`config.mk`:
```
export PLATFORM = sky130hd
export DESIGN_NAME = muntjac_metadata_tracker
export DESIGN_NICKNAME = d
export VERILOG_FILES = /design/src/rtl/muntjac_metadata_pkg.sv /design/src/rtl/muntjac_metadata_event_fifo.sv /design/src/rtl/muntjac_metadata_tracker.sv
export SDC_FILE = /design/constraint.sdc
export NUM_CORES = 1
export LEC_CHECK = 0
export BUFFER_PORTS_ARGS = -buffer_cell sky130_fd_sc_hd__buf_2
export CORE_MARGIN = 3
export CORE_UTILIZATION = 30
export CTS_BUF_LIST = sky130_fd_sc_hd__clkbuf_16
export CTS_CLUSTER_DIAMETER = 80
export CTS_CLUSTER_SIZE = 24
export DETAILED_ROUTE_END_ITERATION = 6
export PLACE_DENSITY_LB_ADDON = 0.08
export SYNTH_ARGS = -nofsm -noshare
export SYNTH_HDL_FRONTEND = slang
export SYNTH_HIERARCHICAL = 1
export SYNTH_SLANG_ARGS = --single-unit
```
`constraint.sdc`:
```
create_clock -name clk_i -period 4.32 [get_ports clk_i]
set_input_delay 0.216 -clock clk_i [delete_from_list [all_inputs] [get_ports clk_i]]
set_output_delay 0.216 -clock clk_i [all_outputs]
set_load 0.05 [all_outputs]
```
`src/rtl/muntjac_metadata_pkg.sv`:
```
// Shared types and constants for the metadata state tracker and its event queue.
package muntjac_metadata_pkg;

    localparam int unsigned META_STATE_W   = 8;
    localparam int unsigned META_EVT_W     = 4;
    localparam int unsigned NUM_EVENTS     = 4;
    localparam int unsigned META_IDX_MAX_W = 8;

    localparam logic [META_STATE_W-1:0] META_STATE_RESET = 8'd0;

    typedef enum logic [META_EVT_W-1:0] {
        EVT_LOAD  = 4'd0,
        EVT_STORE = 4'd1,
        EVT_UEVT0 = 4'd2,
        EVT_UEVT1 = 4'd3
    } metadata_evt_e;

    typedef struct packed {
        logic [META_IDX_MAX_W-1:0] idx;
        metadata_evt_e             evt_type;
    } metadata_evt_t;

    function automatic logic evt_is_valid(input logic [META_EVT_W-1:0] code);
        return 32'(code) < NUM_EVENTS;
    endfunction

endpackage

```
`src/rtl/muntjac_metadata_event_fifo.sv`:
```
// Event queue in front of the tracker pipeline; DEPTH must be a power of two >= 2.
module muntjac_metadata_event_fifo
    import muntjac_metadata_pkg::*;
#(
    parameter int unsigned DEPTH = 4
) (
    input  logic          clk_i,
    input  logic          rst_ni,
    input  logic          clear_i,
    input  logic          push_valid_i,
    output logic          push_ready_o,
    input  metadata_evt_t push_data_i,
    input  logic          pop_i,
    output logic          pop_valid_o,
    output metadata_evt_t pop_data_o
);

    localparam int unsigned PTR_W = $clog2(DEPTH);

    metadata_evt_t    mem_q [DEPTH];
    logic [PTR_W-1:0] wr_ptr_q;
    logic [PTR_W-1:0] rd_ptr_q;
    logic [PTR_W:0]   count_q;
    logic             push;
    logic             pop;

    assign push_ready_o = count_q != (PTR_W+1)'(DEPTH);
    assign pop_valid_o  = count_q != '0;
    assign pop_data_o   = mem_q[rd_ptr_q];
    assign push         = push_valid_i && push_ready_o && !clear_i;
    assign pop          = pop_i && pop_valid_o && !clear_i;

    // Pointers wrap naturally at DEPTH because DEPTH is a power of two.
    always_ff @(posedge clk_i or negedge rst_ni) begin
        if (!rst_ni) begin
            wr_ptr_q <= '0;
            rd_ptr_q <= '0;
            count_q  <= '0;
        end else if (clear_i) begin
            wr_ptr_q <= '0;
            rd_ptr_q <= '0;
            count_q  <= '0;
        end else begin
            if (push) wr_ptr_q <= wr_ptr_q + 1'b1;
            if (pop)  rd_ptr_q <= rd_ptr_q + 1'b1;
            unique case ({push, pop})
                2'b10:   count_q <= count_q + 1'b1;
                2'b01:   count_q <= count_q - 1'b1;
                default: ;
            endcase
        end
    end

    always_ff @(posedge clk_i) begin
        if (push) mem_q[wr_ptr_q] <= push_data_i;
    end

endmodule

```
`src/rtl/muntjac_metadata_tracker.sv`:
```
// Metadata state tracker: queue -> R (array read) -> table lookup/writeback.
// Define MUNTJAC_METADATA_FWD_EN to bypass writeback data into R instead of a one-cycle bubble.
module muntjac_metadata_tracker
    import muntjac_metadata_pkg::*;
#(
    parameter int unsigned NUM_ENTRIES = 32,
    parameter int unsigned FIFO_DEPTH  = 4,
    localparam int unsigned IDX_W = (NUM_ENTRIES > 1) ? $clog2(NUM_ENTRIES) : 1
) (
    input  logic                    clk_i,
    input  logic                    rst_ni,
    input  logic                    clear_i,
    input  logic                    evt_valid_i,
    output logic                    evt_ready_o,
    input  logic [IDX_W-1:0]        evt_idx_i,
    input  logic [META_EVT_W-1:0]   evt_type_i,
    output logic                    tbl_valid_o,
    output logic [META_STATE_W-1:0] tbl_state_o,
    output logic [META_EVT_W-1:0]   tbl_event_o,
    input  logic [META_STATE_W-1:0] tbl_state_i,
    input  logic                    tbl_exception_i,
    output logic                    exc_valid_o,
    output logic [IDX_W-1:0]        exc_idx_o,
    output logic [META_STATE_W-1:0] exc_state_o,
    input  logic                    exc_ack_i,
    input  logic [IDX_W-1:0]        rd_idx_i,
    output logic [META_STATE_W-1:0] rd_state_o,
    output logic                    busy_o
);

    metadata_evt_t push_data;
    metadata_evt_t head;
    logic          fifo_push_valid;
    logic          fifo_valid;
    logic          pop;
    logic [IDX_W-1:0] head_idx;
    logic          unused_head_idx;

    logic [META_STATE_W-1:0] mem_q [NUM_ENTRIES];

    logic                    r_valid_q, r_valid_d;
    logic [IDX_W-1:0]        r_idx_q, r_idx_d;
    metadata_evt_e           r_evt_q, r_evt_d;
    logic [META_STATE_W-1:0] r_state_q, r_state_d;

    logic                    exc_valid_q, exc_valid_d;
    logic [IDX_W-1:0]        exc_idx_q, exc_idx_d;
    logic [META_STATE_W-1:0] exc_state_q, exc_state_d;

    logic t_stall;
    logic t_write;
    logic hazard;

    // Unknown event codes are acknowledged but never enter the queue.
    assign fifo_push_valid = evt_valid_i && evt_is_valid(evt_type_i) && !clear_i;
    assign push_data       = '{idx: META_IDX_MAX_W'(evt_idx_i), evt_type: metadata_evt_e'(evt_type_i)};
    assign head_idx        = IDX_W'(head.idx);
    assign unused_head_idx = ^head.idx;

    muntjac_metadata_event_fifo #(
        .DEPTH (FIFO_DEPTH)
    ) u_fifo (
        .clk_i        (clk_i),
        .rst_ni       (rst_ni),
        .clear_i      (clear_i),
        .push_valid_i (fifo_push_valid),
        .push_ready_o (evt_ready_o),
        .push_data_i  (push_data),
        .pop_i        (pop),
        .pop_valid_o  (fifo_valid),
        .pop_data_o   (head)
    );

    always_comb begin
        t_stall = r_valid_q && tbl_exception_i && exc_valid_q && !exc_ack_i;
        t_write = r_valid_q && !t_stall && !clear_i;
        hazard  = fifo_valid && t_write && (head_idx == r_idx_q);
`ifdef MUNTJAC_METADATA_FWD_EN
        pop     = fifo_valid && !t_stall && !clear_i;
`else
        pop     = fifo_valid && !t_stall && !hazard && !clear_i;
`endif
    end

    always_comb begin
        r_valid_d = r_valid_q;
        r_idx_d   = r_idx_q;
        r_evt_d   = r_evt_q;
        r_state_d = r_state_q;
        if (clear_i) begin
            r_valid_d = 1'b0;
        end else if (pop) begin
            r_valid_d = 1'b1;
            r_idx_d   = head_idx;
            r_evt_d   = head.evt_type;
            r_state_d = mem_q[head_idx];
`ifdef MUNTJAC_METADATA_FWD_EN
            if (hazard) r_state_d = tbl_state_i;
`endif
        end else if (!t_stall) begin
            r_valid_d = 1'b0;
        end
    end

    // A fresh exception in the ack cycle replaces the one being acknowledged.
    always_comb begin
        exc_valid_d = exc_valid_q;
        exc_idx_d   = exc_idx_q;
        exc_state_d = exc_state_q;
        if (clear_i) begin
            exc_valid_d = 1'b0;
            exc_idx_d   = '0;
            exc_state_d = '0;
        end else if (t_write && tbl_exception_i) begin
            exc_valid_d = 1'b1;
            exc_idx_d   = r_idx_q;
            exc_state_d = tbl_state_i;
        end else if (exc_ack_i) begin
            exc_valid_d = 1'b0;
        end
    end

    always_ff @(posedge clk_i or negedge rst_ni) begin
        if (!rst_ni) begin
            r_valid_q   <= 1'b0;
            r_idx_q     <= '0;
            r_evt_q     <= EVT_LOAD;
            r_state_q   <= META_STATE_RESET;
            exc_valid_q <= 1'b0;
            exc_idx_q   <= '0;
            exc_state_q <= '0;
        end else begin
            r_valid_q   <= r_valid_d;
            r_idx_q     <= r_idx_d;
            r_evt_q     <= r_evt_d;
            r_state_q   <= r_state_d;
            exc_valid_q <= exc_valid_d;
            exc_idx_q   <= exc_idx_d;
            exc_state_q <= exc_state_d;
        end
    end

    always_ff @(posedge clk_i or negedge rst_ni) begin
        if (!rst_ni) begin
            for (int unsigned i = 0; i < NUM_ENTRIES; i++) mem_q[i] <= META_STATE_RESET;
        end else if (clear_i) begin
            for (int unsigned i = 0; i < NUM_ENTRIES; i++) mem_q[i] <= META_STATE_RESET;
        end else if (t_write) begin
            mem_q[r_idx_q] <= tbl_state_i;
        end
    end

    assign tbl_valid_o = r_valid_q;
    assign tbl_state_o = r_state_q;
    assign tbl_event_o = r_evt_q;
    assign exc_valid_o = exc_valid_q;
    assign exc_idx_o   = exc_idx_q;
    assign exc_state_o = exc_state_q;
    assign rd_state_o  = mem_q[rd_idx_i];
    assign busy_o      = fifo_valid || r_valid_q;

endmodule
```
==> flow_metrics.env, run 1 <==
export IMPL_status="complete, no violations"
export IMPL_ys_warn_count=6
export IMPL_cts_post_setup_buffers_inserted=0
export IMPL_synth_nets=1647
export IMPL_period_needed_ns=3.52
export IMPL_grt_overflow=0
export IMPL_clkTransAtPathRegs_ns=0.08
export IMPL_numCtsBuffers=28
export IMPL_critPathTopFamily="simple AND/OR/NAND/NOR gates"
export IMPL_rsz0062_at_grt="no"
export IMPL_r2r_cells=10
export IMPL_finalCritPeriodShare_pct=81.6
export IMPL_routedWlPerCell_microns=27.4
export IMPL_p_leak_nw=8.32
export IMPL_port_buffers=64
export IMPL_dpl_cell_area_sq_mm=0.0190
export IMPL_antenna_found_initial=5
export IMPL_hp_start="evt_valid_i"
export IMPL_worstSetupEndpointType="flop"
export IMPL_worstPathRequired_ns=4.82
export IMPL_final_cell_mix="dfrtp_1, nand2_1, o21ai_0, a21oi_1, mux4_2"
export IMPL_die_width_microns=249
export IMPL_drt_iter0_drc=1335
export IMPL_worstPathArrival_ns=4.02
export IMPL_core_area_sq_mm=0.0581
export IMPL_drtAntennaViolNets=0
export IMPL_insertion_delay_ns=0.59
export IMPL_path_cells="mux4_2, xor2_1, nor4_1, a31oi_4, nand2_1, nor3b_1, fa_1, nor4b_1, o21bai_1, a31oi_1"
export IMPL_finalHoldViolCount=0
export IMPL_worstHoldEndpoint="u_fifo/wr_ptr_q[1]"
export IMPL_multi_input_area_sq_mm=0.00865
export IMPL_hold_depth=5
export IMPL_max_cap_viol_count=0
export IMPL_syn_cell_area_sq_mm=0.0178
export IMPL_slowest_stage="mux4_2"
export IMPL_p_total_w=0.00644
export IMPL_hpwl_mm=41.2
export IMPL_clock_path_buffers=3
export IMPL_viasPerCell=5.61
export IMPL_critPathMaxStageDelay_ns=0.74
export IMPL_r2r_end="u_fifo/count_q[2]"
export IMPL_vias=13500
export IMPL_drt_pass1_iterations=5
export IMPL_antenna_cells=0
export IMPL_syn2layout_area_growth_pct=13.4
export IMPL_min_path_type="in2reg"
export IMPL_final_seq_area_sq_mm=0.00846
export IMPL_syn_area_per_cell_sq_um=11.0
export IMPL_slew_headroom_pct=30.1
export IMPL_cts_sinks=331
export IMPL_worst_pin_slew_ns=1.05
export IMPL_r2r_slack_ns=0.80
export IMPL_timing_rr_start="u_fifo/rd_ptr_q[0]"
export IMPL_grt_pass1_wl_mm=99.1
export IMPL_finish_instance_area_sq_mm=0.0202
export IMPL_initial_utilization_pct=30.6
export IMPL_worstSetupPathType="reg2reg"
export IMPL_routabilityCongestion=0.769
export IMPL_rows=88
export IMPL_grtUsageTotal_pct=21.1
export IMPL_htreeDepth=1
export IMPL_fillers=5862
export IMPL_powerDensity_mw_per_mm2=319
export IMPL_netlist_instances=1614
export IMPL_fin_tns_setup_ns=0
export IMPL_route_detailed_drc=0
export IMPL_crit_fanout=11
export IMPL_path_buf_inv=0
export IMPL_cts_tree="done"
export IMPL_setup_viol=0
export IMPL_cts_root_buf="clkbuf_16"
export IMPL_finalNetCount=1654
export IMPL_pin_count=65
export IMPL_drv_slew=0
export IMPL_critPathLaunchType="flop"
export IMPL_grt_max_degree=109
export IMPL_layout_cells_most_common="dfrtp_1"
export IMPL_max_freq_mhz=284
export IMPL_die_h_microns=249
export IMPL_drive_above_1_share_pct=21.9
export IMPL_die_area_sq_mm=0.0622
export IMPL_grt_pass1_vias=13700
export IMPL_ir_drop_mv=0.295
export IMPL_clock_skew_ns=0.0176
export IMPL_wl_mm=65.9
## power by group
group | switching, W | internal [W] | leakage (nW) | total (W)
sequential | 0.0000263 | 0.00315 | 4.44 | 0.00318
combinational | 0.000308 | 0.0000943 | 3.38 | 0.000402
clock | 0.00145 | 0.00140 | 0.498 | 0.00286
total | 0.00179 | 0.00465 | 8.32 | 0.00644
## how the worst max path moves through the flow
stage	from	endpoint	slack, ns	cells past startpoint
2_1_floorplan	u_fifo/rd_ptr_q[0]	u_fifo/count_q[1]	0.75	15
3_3_place_gp	u_fifo/rd_ptr_q[0]	u_fifo/count_q[2]	0.77	10
3_5_place_dp	u_fifo/rd_ptr_q[0]	u_fifo/count_q[2]	0.77	10
4_1_cts	u_fifo/rd_ptr_q[0]	u_fifo/count_q[2]	0.75	10
5_1_grt	u_fifo/rd_ptr_q[0]	u_fifo/count_q[2]	0.54	10
6_report	u_fifo/rd_ptr_q[0]	u_fifo/count_q[2]	0.80	10
## per-layer routing
layer | vias to the layer above | track usage [%] | part of all wire (%)
met4 | 4 | 5.26 | 2.5
met1 | 7116 | 32.0 | 47
met2 | 414 | 31.6 | 45
met3 | 77 | 3.25 | 5.7
met5 | - | 0 | 0.041
li1 | 5903 | - | -
## what timing repair did
action                    CTS  global route
resized for setup           0             0
hold buffers               13             0
hold endpoints to repair  142             0
## worst min-delay path, cell delays in order
cell and delay (ns):
buf_2 0.09, nor4b_2 0.14, buf_4 0.18, nand3_1 0.08
a21oi_1 0.06
## area by class of cell
class / count / share of cell area [%]
clock inverters: 23 / 1.47
flip-flops and latches: 331 / 42.0
clock buffers: 29 / 3.60
well taps: 765 / 4.75
inverters: 5 / 0.0931
repair buffers: 143 / 5.17
multi-input cells: 1112 / 42.9
## state kept, by name, summed over array words and instances (netlist names)
signal / flops
exc_idx_o: 5
exc_state_o: 8
exc_valid_o: 1
mem_q: 256
r_idx_q: 5
tbl_event_o: 4
tbl_state_o: 8
tbl_valid_o: 1
u_fifo/count_q: 3
u_fifo/mem_q: 36
u_fifo/rd_ptr_q: 2
u_fifo/wr_ptr_q: 2
## through the flow
step / setup WS [ns] / instances / hold WS [ns] / utilization (%)
after global placement: 0.765 / 2343 / 0.394 / 32.7
final: 0.796 / 2408 / 0.224 / 34.7
after floorplan: 0.749 / 1614 / -0.0796 / -
after detailed placement: 0.767 / 2343 / 0.382 / 32.7
after global routing: 0.536 / 2408 / 0.244 / 34.7
after CTS: 0.746 / 2408 / 0.188 / 34.7
(Power assumes the default switching activity.)
==> run 2: changes to the inputs <==
- clock period: 4.32 -> 3.25 ns (I/O delays scaled with it)
==> run 2 against run 1 <==
Critical path depth grew 2. Cell count grew 1.1%. Largest power group unchanged. Combinational power grew 39%. Power grew 35%. Utilization grew 0.50 points. Die area is the same. Final area grew 1.4%. Count of clock-buffer cells in the layout grew 2.
==> flow_metrics.env, run 2 (same netlist as run 1, synthesis figures left out) <==
export IMPL_status="complete, no violations"
export IMPL_max_cap_viol_count=0
export IMPL_cts_tree="done"
export IMPL_die_h_microns=249
export IMPL_cp_num_cells=12
export IMPL_ir_drop_mv=0.430
export IMPL_slew_headroom_pct=33.2
export IMPL_grt_pass1_vias=13700
export IMPL_drt_iter0_drc=1224
export IMPL_critPathTopFamily="multiplexers"
export IMPL_slowest_stage="mux4_2"
export IMPL_grt_pass1_wl_mm=98.5
export IMPL_crit_fanout=6
export IMPL_port_buffers=64
export IMPL_wl_mm=65.5
export IMPL_core_area_sq_mm=0.0581
export IMPL_worstPathRequired_ns=3.75
export IMPL_largest_register="mem_q"
export IMPL_drt_pass1_iterations=5
export IMPL_r2r_slack_ns=0.23
export IMPL_cts_sinks=331
export IMPL_critical_path_top_cell_by_count="buf_4"
export IMPL_initial_utilization_pct=30.6
export IMPL_viasPerCell=5.54
export IMPL_critPathLaunch="u_fifo/rd_ptr_q[0]"
export IMPL_die_area_sq_mm=0.0622
export IMPL_max_freq_mhz=331
export IMPL_hold_ws_ns=0.0640
export IMPL_worstSetupEndpointType="flop"
export IMPL_die_width_microns=249
export IMPL_grt_max_degree=80
export IMPL_r2r_cells=12
export IMPL_drv_slew=0
export IMPL_critPathMaxStageDelay_ns=0.59
export IMPL_worstPathArrival_ns=3.52
export IMPL_postLayoutCoreUtil_pct=35.2
export IMPL_grt_overflow=0
export IMPL_grtUsageTotal_pct=20.9
export IMPL_cts_root_buf="clkbuf_16"
export IMPL_r2r_end="u_fifo/count_q[1]"
export IMPL_timing_rr_start="u_fifo/rd_ptr_q[0]"
export IMPL_period_needed_ns=3.02
export IMPL_worst_pin_slew_ns=0.999
export IMPL_antenna_cells=0
export IMPL_hpwl_mm=41.5
export IMPL_min_path_type="in2async"
export IMPL_routedWlPerCell_microns=26.9
export IMPL_clock_path_buffers=3
export IMPL_p_total_w=0.00867
export IMPL_powerDensity_mw_per_mm2=424
export IMPL_numCtsBuffers=31
export IMPL_final_cell_mix="dfrtp_1, nand2_1, o21ai_0, a21oi_1, mux4_2"
export IMPL_rows=88
export IMPL_largest_reg_flops=256
export IMPL_p_leak_nw=8.46
export IMPL_setup_viol=0
export IMPL_drive_above_1_share_pct=23.2
export IMPL_vias=13500
export IMPL_fin_ws_ns=0.231
export IMPL_antenna_found_initial=3
export IMPL_critPathLaunchType="flop"
export IMPL_path_buf_inv=2
export IMPL_drtAntennaViolNets=0
export IMPL_endpoint="u_fifo/count_q[1]"
export IMPL_layout_cells_most_common="dfrtp_1"
export IMPL_finalHoldViolCount=0
export IMPL_insertion_delay_ns=0.61
export IMPL_biggestRegsByFlops="mem_q (256), u_fifo/mem_q (36)"
export IMPL_pre_cts_ws_ns=0.0690
export IMPL_clkTransAtPathRegs_ns=0.08
export IMPL_syn2layout_area_growth_pct=15.0
export IMPL_finalNetCount=1677
export IMPL_worstSetupPathType="reg2reg"
export IMPL_clock_skew_ns=0.0210
export IMPL_routabilityCongestion=0.793
export IMPL_htreeDepth=1
export IMPL_pin_count=65
export IMPL_path_cells="buf_4, mux4_2, xor2_1, nor4_2, buf_4, a31oi_4, nand2_2, nor3b_2, fa_2, o311a_1, a21oi_1, nor3_1"
export IMPL_finalCritPeriodShare_pct=92.9
export IMPL_route_detailed_drc=0
==> run 2: cell count changes in the layout (fill, tap and decap cells not counted), sizes merged <==
cell,previous run,this run
dlygate4sd3,13,15
clkinvlp,1,3
inv,14,16
clkinv,11,12
clkbuf,30,32
bufinv,2,1
buf,129,147
==> run 2: cell type report <==
type / count / area, sq um
clock buffers: 31 / 776
clock inverters: 27 / 282
fillers: 5763 / 37700
inverters: 5 / 18.8
multi-input cells: 1112 / 8670
flip-flops and latches: 331 / 8460
well taps: 765 / 957
repair buffers: 163 / 1270
==> run 2: layer usage <==
metal	vias to the layer above	GRT usage (%)	wire length, microns
li1	5932	-	-
met1	7102	31.8	31500
met2	385	31.6	29400
met3	62	2.70	3150
met4	2	4.69	1410
met5	-	0	9
==> run 2: how the worst min path moves through the flow <==
stage / start / endpoint / slack [ns] / cells after the start
floorplan: rst_ni / exc_idx_o[0] / -0.13 / 0
global placement: rst_ni / mem_q[117] / 0.12 / 1
detailed placement: rst_ni / mem_q[117] / 0.12 / 1
global route: rst_ni / mem_q[117] / 0.11 / 2
finish: rst_ni / mem_q[117] / 0.06 / 2
CTS: rst_ni / mem_q[117] / 0.08 / 2
==> run 2: power by group <==
part / total (W) / internal, W / switching, W
sequential: 0.00422 / 0.00419 / 0.0000297
combinational: 0.000560 / 0.000138 / 0.000422
clock: 0.00389 / 0.00192 / 0.00197
==> run 2: repair_timing <==
action	CTS	global route
setup endpoints to repair	0	4
resized for setup	0	2
buffers inserted	0	0
hold buffers	15	0
hold endpoints to repair	276	0
==> run 2: through the flow <==
stage                     instance area [sq um]  TNS (ns)  std cells
final                                     20400         0       2434
after global routing                      20400  -0.00290       2434
after CTS                                 20400         0       2434
after detailed placement                  19200         0       2361
after global placement                    19200         0       2361
after floorplan                           17800   -0.0406       1614
